**config.mk**
```make
export PLATFORM = sky130hd
export DESIGN_NAME = pwm_ramp_scheduler
export DESIGN_NICKNAME = d
export VERILOG_FILES = /design/src/rtl/pwm_ramp_scheduler.sv
export SDC_FILE = /design/constraint.sdc
export NUM_CORES = 1
export LEC_CHECK = 0
export ABC_AREA = 1
export ABC_CLOCK_PERIOD_IN_PS = 6600
export CORE_MARGIN = 2
export CORE_UTILIZATION = 39
export DETAILED_ROUTE_END_ITERATION = 16
export PLACE_DENSITY_LB_ADDON = 0.2
export SYNTH_ARGS = -nofsm -noshare
export SYNTH_HDL_FRONTEND = slang
export SYNTH_SLANG_ARGS = --single-unit
```
**constraint.sdc**
```tcl
create_clock -name clk -period 6.6 [get_ports clk]
set_clock_uncertainty 0.15 [all_clocks]
set_input_delay 0.99 -clock clk [delete_from_list [all_inputs] [get_ports clk]]
set_output_delay 0.99 -clock clk [all_outputs]
set_load 0.05 [all_outputs]
```
**src/rtl/pwm_ramp_scheduler.sv**
```systemverilog
// Ramp scheduler between the SPI command receiver and the PWM channel bank.
// Holds a target and a current compare value per channel. On every ramp tick
// it walks all channels once and moves each current value one step toward its
// target. Changed values go out on a shared compare bus with a one-hot strobe.
module pwm_ramp_scheduler #(
  parameter int unsigned NUM_CH       = 8,
  parameter int unsigned COMPARE_SIZE = 8,
  parameter int unsigned PERIOD_WIDTH = 12
) (
  input  logic                    clk,
  input  logic                    rst_n,
  input  logic                    cmd_valid,
  input  logic [15:0]             cmd_data,
  output logic                    cmd_ready,
  output logic [COMPARE_SIZE-1:0] compare_out,
  output logic [NUM_CH-1:0]       pwm_wr,
  output logic                    busy,
  output logic                    err
);

  // The address field is 4 bits and at most 8 channels exist, so 3 bits cover ch.
  localparam int unsigned ChW = 3;

  typedef enum logic [1:0] {StIdle, StScan, StWrite} state_e;

  state_e                  state_q;
  logic [ChW-1:0]          ch_q;
  logic                    pending_q;
  logic                    busy_q;
  logic                    err_q;
  logic                    ready_q;
  logic [COMPARE_SIZE-1:0] compare_q;
  logic [NUM_CH-1:0]       pwm_wr_q;

  logic [COMPARE_SIZE-1:0] current_q [NUM_CH];
  logic [COMPARE_SIZE-1:0] target_q  [NUM_CH];
  logic [COMPARE_SIZE-1:0] step_q;
  logic [PERIOD_WIDTH-1:0] period_q;
  logic [PERIOD_WIDTH-1:0] cnt_q;

  logic [3:0]  cmd_addr;
  logic [11:0] cmd_payload;
  logic        wr_target;
  logic        wr_step;
  logic        wr_period;
  logic        cmd_bad;
  logic        tick;

  logic [COMPARE_SIZE-1:0] cur_val;
  logic [COMPARE_SIZE-1:0] tgt_val;
  logic [COMPARE_SIZE-1:0] diff;
  logic [COMPARE_SIZE-1:0] next_val;
  logic                    last_ch;

  assign cmd_addr    = cmd_data[15:12];
  assign cmd_payload = cmd_data[11:0];
  assign tick        = (cnt_q == period_q);
  assign last_ch     = (ch_q == ChW'(NUM_CH - 1));

  // Command address decode; 0x8 belongs to the clock divider and is silently ignored.
  always_comb begin
    wr_target = 1'b0;
    wr_step   = 1'b0;
    wr_period = 1'b0;
    cmd_bad   = 1'b0;
    if (cmd_valid) begin
      if (32'(cmd_addr) < NUM_CH) begin
        wr_target = 1'b1;
      end else if (cmd_addr == 4'h9) begin
        wr_step = 1'b1;
      end else if (cmd_addr == 4'hA) begin
        wr_period = 1'b1;
      end else if (cmd_addr != 4'h8) begin
        cmd_bad = 1'b1;
      end
    end
  end

  // Next compare value: one step toward the target, landing exactly on it when close.
  always_comb begin
    cur_val  = current_q[ch_q];
    tgt_val  = target_q[ch_q];
    diff     = (tgt_val > cur_val) ? (tgt_val - cur_val) : (cur_val - tgt_val);
    next_val = tgt_val;
    if (step_q != '0 && step_q < diff) begin
      next_val = (tgt_val > cur_val) ? (cur_val + step_q) : (cur_val - step_q);
    end
  end

  // Configuration registers written by commands, plus the error pulse.
  always_ff @(posedge clk) begin
    if (!rst_n) begin
      for (int i = 0; i < NUM_CH; i++) begin
        target_q[i] <= '0;
      end
      step_q   <= COMPARE_SIZE'(1);
      period_q <= PERIOD_WIDTH'(255);
      err_q    <= 1'b0;
      ready_q  <= 1'b0;
    end else begin
      if (wr_target) begin
        target_q[cmd_addr[ChW-1:0]] <= cmd_payload[COMPARE_SIZE-1:0];
      end
      if (wr_step) begin
        step_q <= cmd_payload[COMPARE_SIZE-1:0];
      end
      if (wr_period) begin
        period_q <= cmd_payload[PERIOD_WIDTH-1:0];
      end
      err_q   <= cmd_bad;
      ready_q <= 1'b1;
    end
  end

  // Ramp tick counter; a period write restarts the count from zero.
  always_ff @(posedge clk) begin
    if (!rst_n) begin
      cnt_q <= '0;
    end else if (wr_period || tick) begin
      cnt_q <= '0;
    end else begin
      cnt_q <= cnt_q + PERIOD_WIDTH'(1);
    end
  end

  // Scan FSM: visits every channel, spends an extra write cycle on changed ones.
  always_ff @(posedge clk) begin
    if (!rst_n) begin
      state_q   <= StIdle;
      ch_q      <= '0;
      pending_q <= 1'b0;
      busy_q    <= 1'b0;
      compare_q <= '0;
      pwm_wr_q  <= '0;
      for (int i = 0; i < NUM_CH; i++) begin
        current_q[i] <= '0;
      end
    end else begin
      pwm_wr_q <= '0;
      unique case (state_q)
        StIdle: begin
          if (tick || pending_q) begin
            state_q   <= StScan;
            ch_q      <= '0;
            pending_q <= 1'b0;
            busy_q    <= 1'b1;
          end
        end
        StScan: begin
          if (tick) begin
            pending_q <= 1'b1;
          end
          if (cur_val != tgt_val) begin
            compare_q       <= next_val;
            pwm_wr_q        <= NUM_CH'(1) << ch_q;
            current_q[ch_q] <= next_val;
            state_q         <= StWrite;
          end else if (last_ch) begin
            state_q <= StIdle;
            busy_q  <= 1'b0;
          end else begin
            ch_q <= ch_q + ChW'(1);
          end
        end
        StWrite: begin
          if (tick) begin
            pending_q <= 1'b1;
          end
          if (last_ch) begin
            state_q <= StIdle;
            busy_q  <= 1'b0;
          end else begin
            state_q <= StScan;
            ch_q    <= ch_q + ChW'(1);
          end
        end
        default: begin
          state_q <= StIdle;
          busy_q  <= 1'b0;
        end
      endcase
    end
  end

  assign cmd_ready   = ready_q;
  assign compare_out = compare_q;
  assign pwm_wr      = pwm_wr_q;
  assign busy        = busy_q;
  assign err         = err_q;

endmodule
```
==> metrics.txt <==
CTS sink cnt=around 190; Placed Instances=1416; Boundary Pins=38; post-cts sizing count=0; mapped cell area=9692 um^2; Die Y=around 160 um; Die ar.=about 26000 um^2; critical path class=reg2reg; vias in the first global route=around 7000; hold path start=cnt_q[0]; syn_nets=between 1000 and 1500; Ys Warns=0; R2R setup slack=0.96 ns; Final ANT Viol Nets=0; area grow syn2layout=12.47%; worst flop-to-flop path endpoint=current_q[4][1]; WL final=between 20000 and 25000 um; slowest CP cell=o21ai_0; via/cell ratio=a little over 5; htree depth=4; worst-case vdd ir drop=between 0.00015 and 0.0002 V; Initial Utilization=39.74%; FF-to-FF path depth=25; post-synthesis cell type count=44; commonest non-fill, non-tap cell in the layout=nor2_1; sequential area share after synthesis=52.05%; fin cells=around 1400; CTS max path bufs=2; hold_buf cts=0; synthesis-stage register bit count=about 190; DRC viols=0; upper clock frequency limit=about 180 MHz; post-CTS setup buffers=0; GRT Util Overall=roughly a fifth; final max-slew violation count=0; GRT overflow=0; WP data required=roughly 6.6 ns; Setup crit start kind=register; Skew-Pair Late Insertion Delay=0.44 ns; Max stage delay on crit path=roughly 0.63 ns; worst hold path stage count=1; Pwr Density=around 300 nW/um^2; fin crit share=a little under nine tenths; largest net degree at the start of global routing=62; status=finished, final reports clean; Mean Syn Cell Area=between 8 and 9 um^2; WHS Endpoint=cnt_q[0]; Setup TNS Final=0 ns; routability cong.=0.8140; Hold Crit Class=reg2reg; Worst Path Arrival=about 5.7 ns; CP delay by family, top=compound AO/OA/AOI/OAI gates; maximum fanout along the worst path=32; # diodes=0; Root Buffer Master=clkbuf_16; most frequent cells in the layout=nor2_1, nand2_1, edfxtp_1; number of buffers created by CTS=17; share of cells above drive strength 1=8.274%; Max-Cap Viols=0; Pleak=roughly 4.4 nW; Mapped Cells=approximately 1100; final worst setup slack=between 0.9 and 1 ns; WL per Instance=16.64 um; slew margin rel.=about 28%; RSZ-0062 raised after global routing=false; first-pass GRT wire length=about 38000 um; final hold violation count=0; worst slack at placement=about 1.1 ns; CP Capture Type=register; initial DRC count=627; Die W=161.6 um; Final nets=1172; via count=~7300; register clock-pin slew on the reported worst setup and hold paths=roughly 0.070 ns; Std-Cell Core Area=24390 um^2; most used cell, CP=inv_1; first-pass iteration count of the detailed router=5; antenna violations before repair=0; final setup violation count=0; CP bufs+invs=6; fin crit period=5.641 ns; FP Rows=57; worst-margin pin slew=approximately 1.1 ns; I/O Buffers=37; CTS tree=built; Final HPWL DP=about 17000 um
worst max path at each step:
stage	from	endpoint	slack [ns]	cells after the start
floorplan	register	current_q[1][7]	2.02	26
global placement	register	current_q[6][1]	1.17	25
detailed placement	register	current_q[4][1]	1.12	25
CTS	register	current_q[4][1]	1.08	25
global route	register	current_q[3][1]	0.40	25
finish	register	current_q[4][1]	0.96	25
cell usage after synthesis (all sizes together):
cell / number / area share, %
a21oi: 43 / 2.2
fa: 3 / 0.62
a21o: 3 / 0.23
dfxtp: 60 / 12
buf: 22 / 1.4
edfxtp: 128 / 40
nand3b: 1 / 0.077
a31oi: 3 / 0.19
nor3b: 2 / 0.15
o21a: 1 / 0.077
nor2: 239 / 10
clkbuf: 17 / 0.66
ha: 39 / 5.0
inv: 118 / 4.6
o211ai: 11 / 0.85
nand2: 158 / 6.3
nand3: 45 / 3.0
xor2: 19 / 1.7
nand4: 6 / 0.39
o22ai: 30 / 1.9
a2111oi: 1 / 0.090
xnor2: 8 / 0.72
clkinv: 9 / 0.35
nor3: 11 / 0.57
o221ai: 2 / 0.18
or2: 3 / 0.19
o21ai: 101 / 5.6
o21bai: 2 / 0.15
mux2: 2 / 0.23
and2: 1 / 0.090
mux2i: 2 / 0.21
through the flow:
stage	hold WS (ns)	instance area, um^2	util, %	power (W)
2_1_floorplan	0.2911	9692	-	0.001999
3_3_place_gp	0.3134	10300	42.22	0.002242
3_5_place_dp	0.3191	10300	42.22	0.002248
4_1_cts	0.3304	10900	44.69	0.003281
5_1_grt	0.3566	10900	44.69	0.003428
6_report	0.3289	10900	44.69	0.003263
worst reg2reg max path, delay by kind of cell, from the launching register on:
| family | cells | cell delay, ns |
|---|---|---|
| buffers and inverters | 6 | 1.09 |
| AOI/OAI and AO/OA | 8 | 1.76 |
| xor gates and xnor gates | 1 | 0.15 |
| and+or+nand+nor | 8 | 1.08 |
| DFF | 1 | 0.46 |
| adders and majority gates | 2 | 0.70 |
logic make-up after synthesis:
group	after synthesis	share of synthesized area [%]
simple gates	466	20.89
compound gates	197	11.50
flops	188	52.05
buf+inv	166	7.023
fa+ha+maj	42	5.655
xor+xnor	27	2.440
mux	4	0.4389
sequential cells by signal, summed over array words and instances (netlist names), named ones only:
| register | cells |
|---|---|
| cnt_q | 12 |
| pwm_wr | 8 |
| period_q | 12 |
| current_q | 64 |
| ch_q | 3 |
| target_q | 64 |
| step_q | 8 |
| err | 1 |
| cmd_ready | 1 |
| state_q | 2 |
| busy | 1 |
| compare_out | 8 |
| pending_q | 1 |
layout make-up:
cell class | count | area [um^2]
clock buffer | 20 | 489.2
clock inverter | 12 | 113.9
fill | 2437 | 13490
inverter | 127 | 479.2
multi-input combinational | 736 | 3966
sequential | 188 | 5046
tap | 324 | 405.4
timing repair buffer | 41 | 400.4
per-layer routing:
metal	GRT usage, %	share of wire, %	vias to the layer above	wire [um]
met1	26.68	47	3466	11390
met5	0	0	-	0
li1	-	-	3663	-
met3	2.928	4.2	26	1023
met2	30.40	47	171	11290
met4	5.752	1.6	0	387
power by group:
| part | switching, W | internal (W) |
|---|---|---|
| sequential | 0.0000302 | 0.00132 |
| clock | 0.000486 | 0.000555 |
| combinational | 0.000605 | 0.000263 |
| total | 0.00112 | 0.00214 |
No activity file was read; power rests on OpenSTA's default activity.
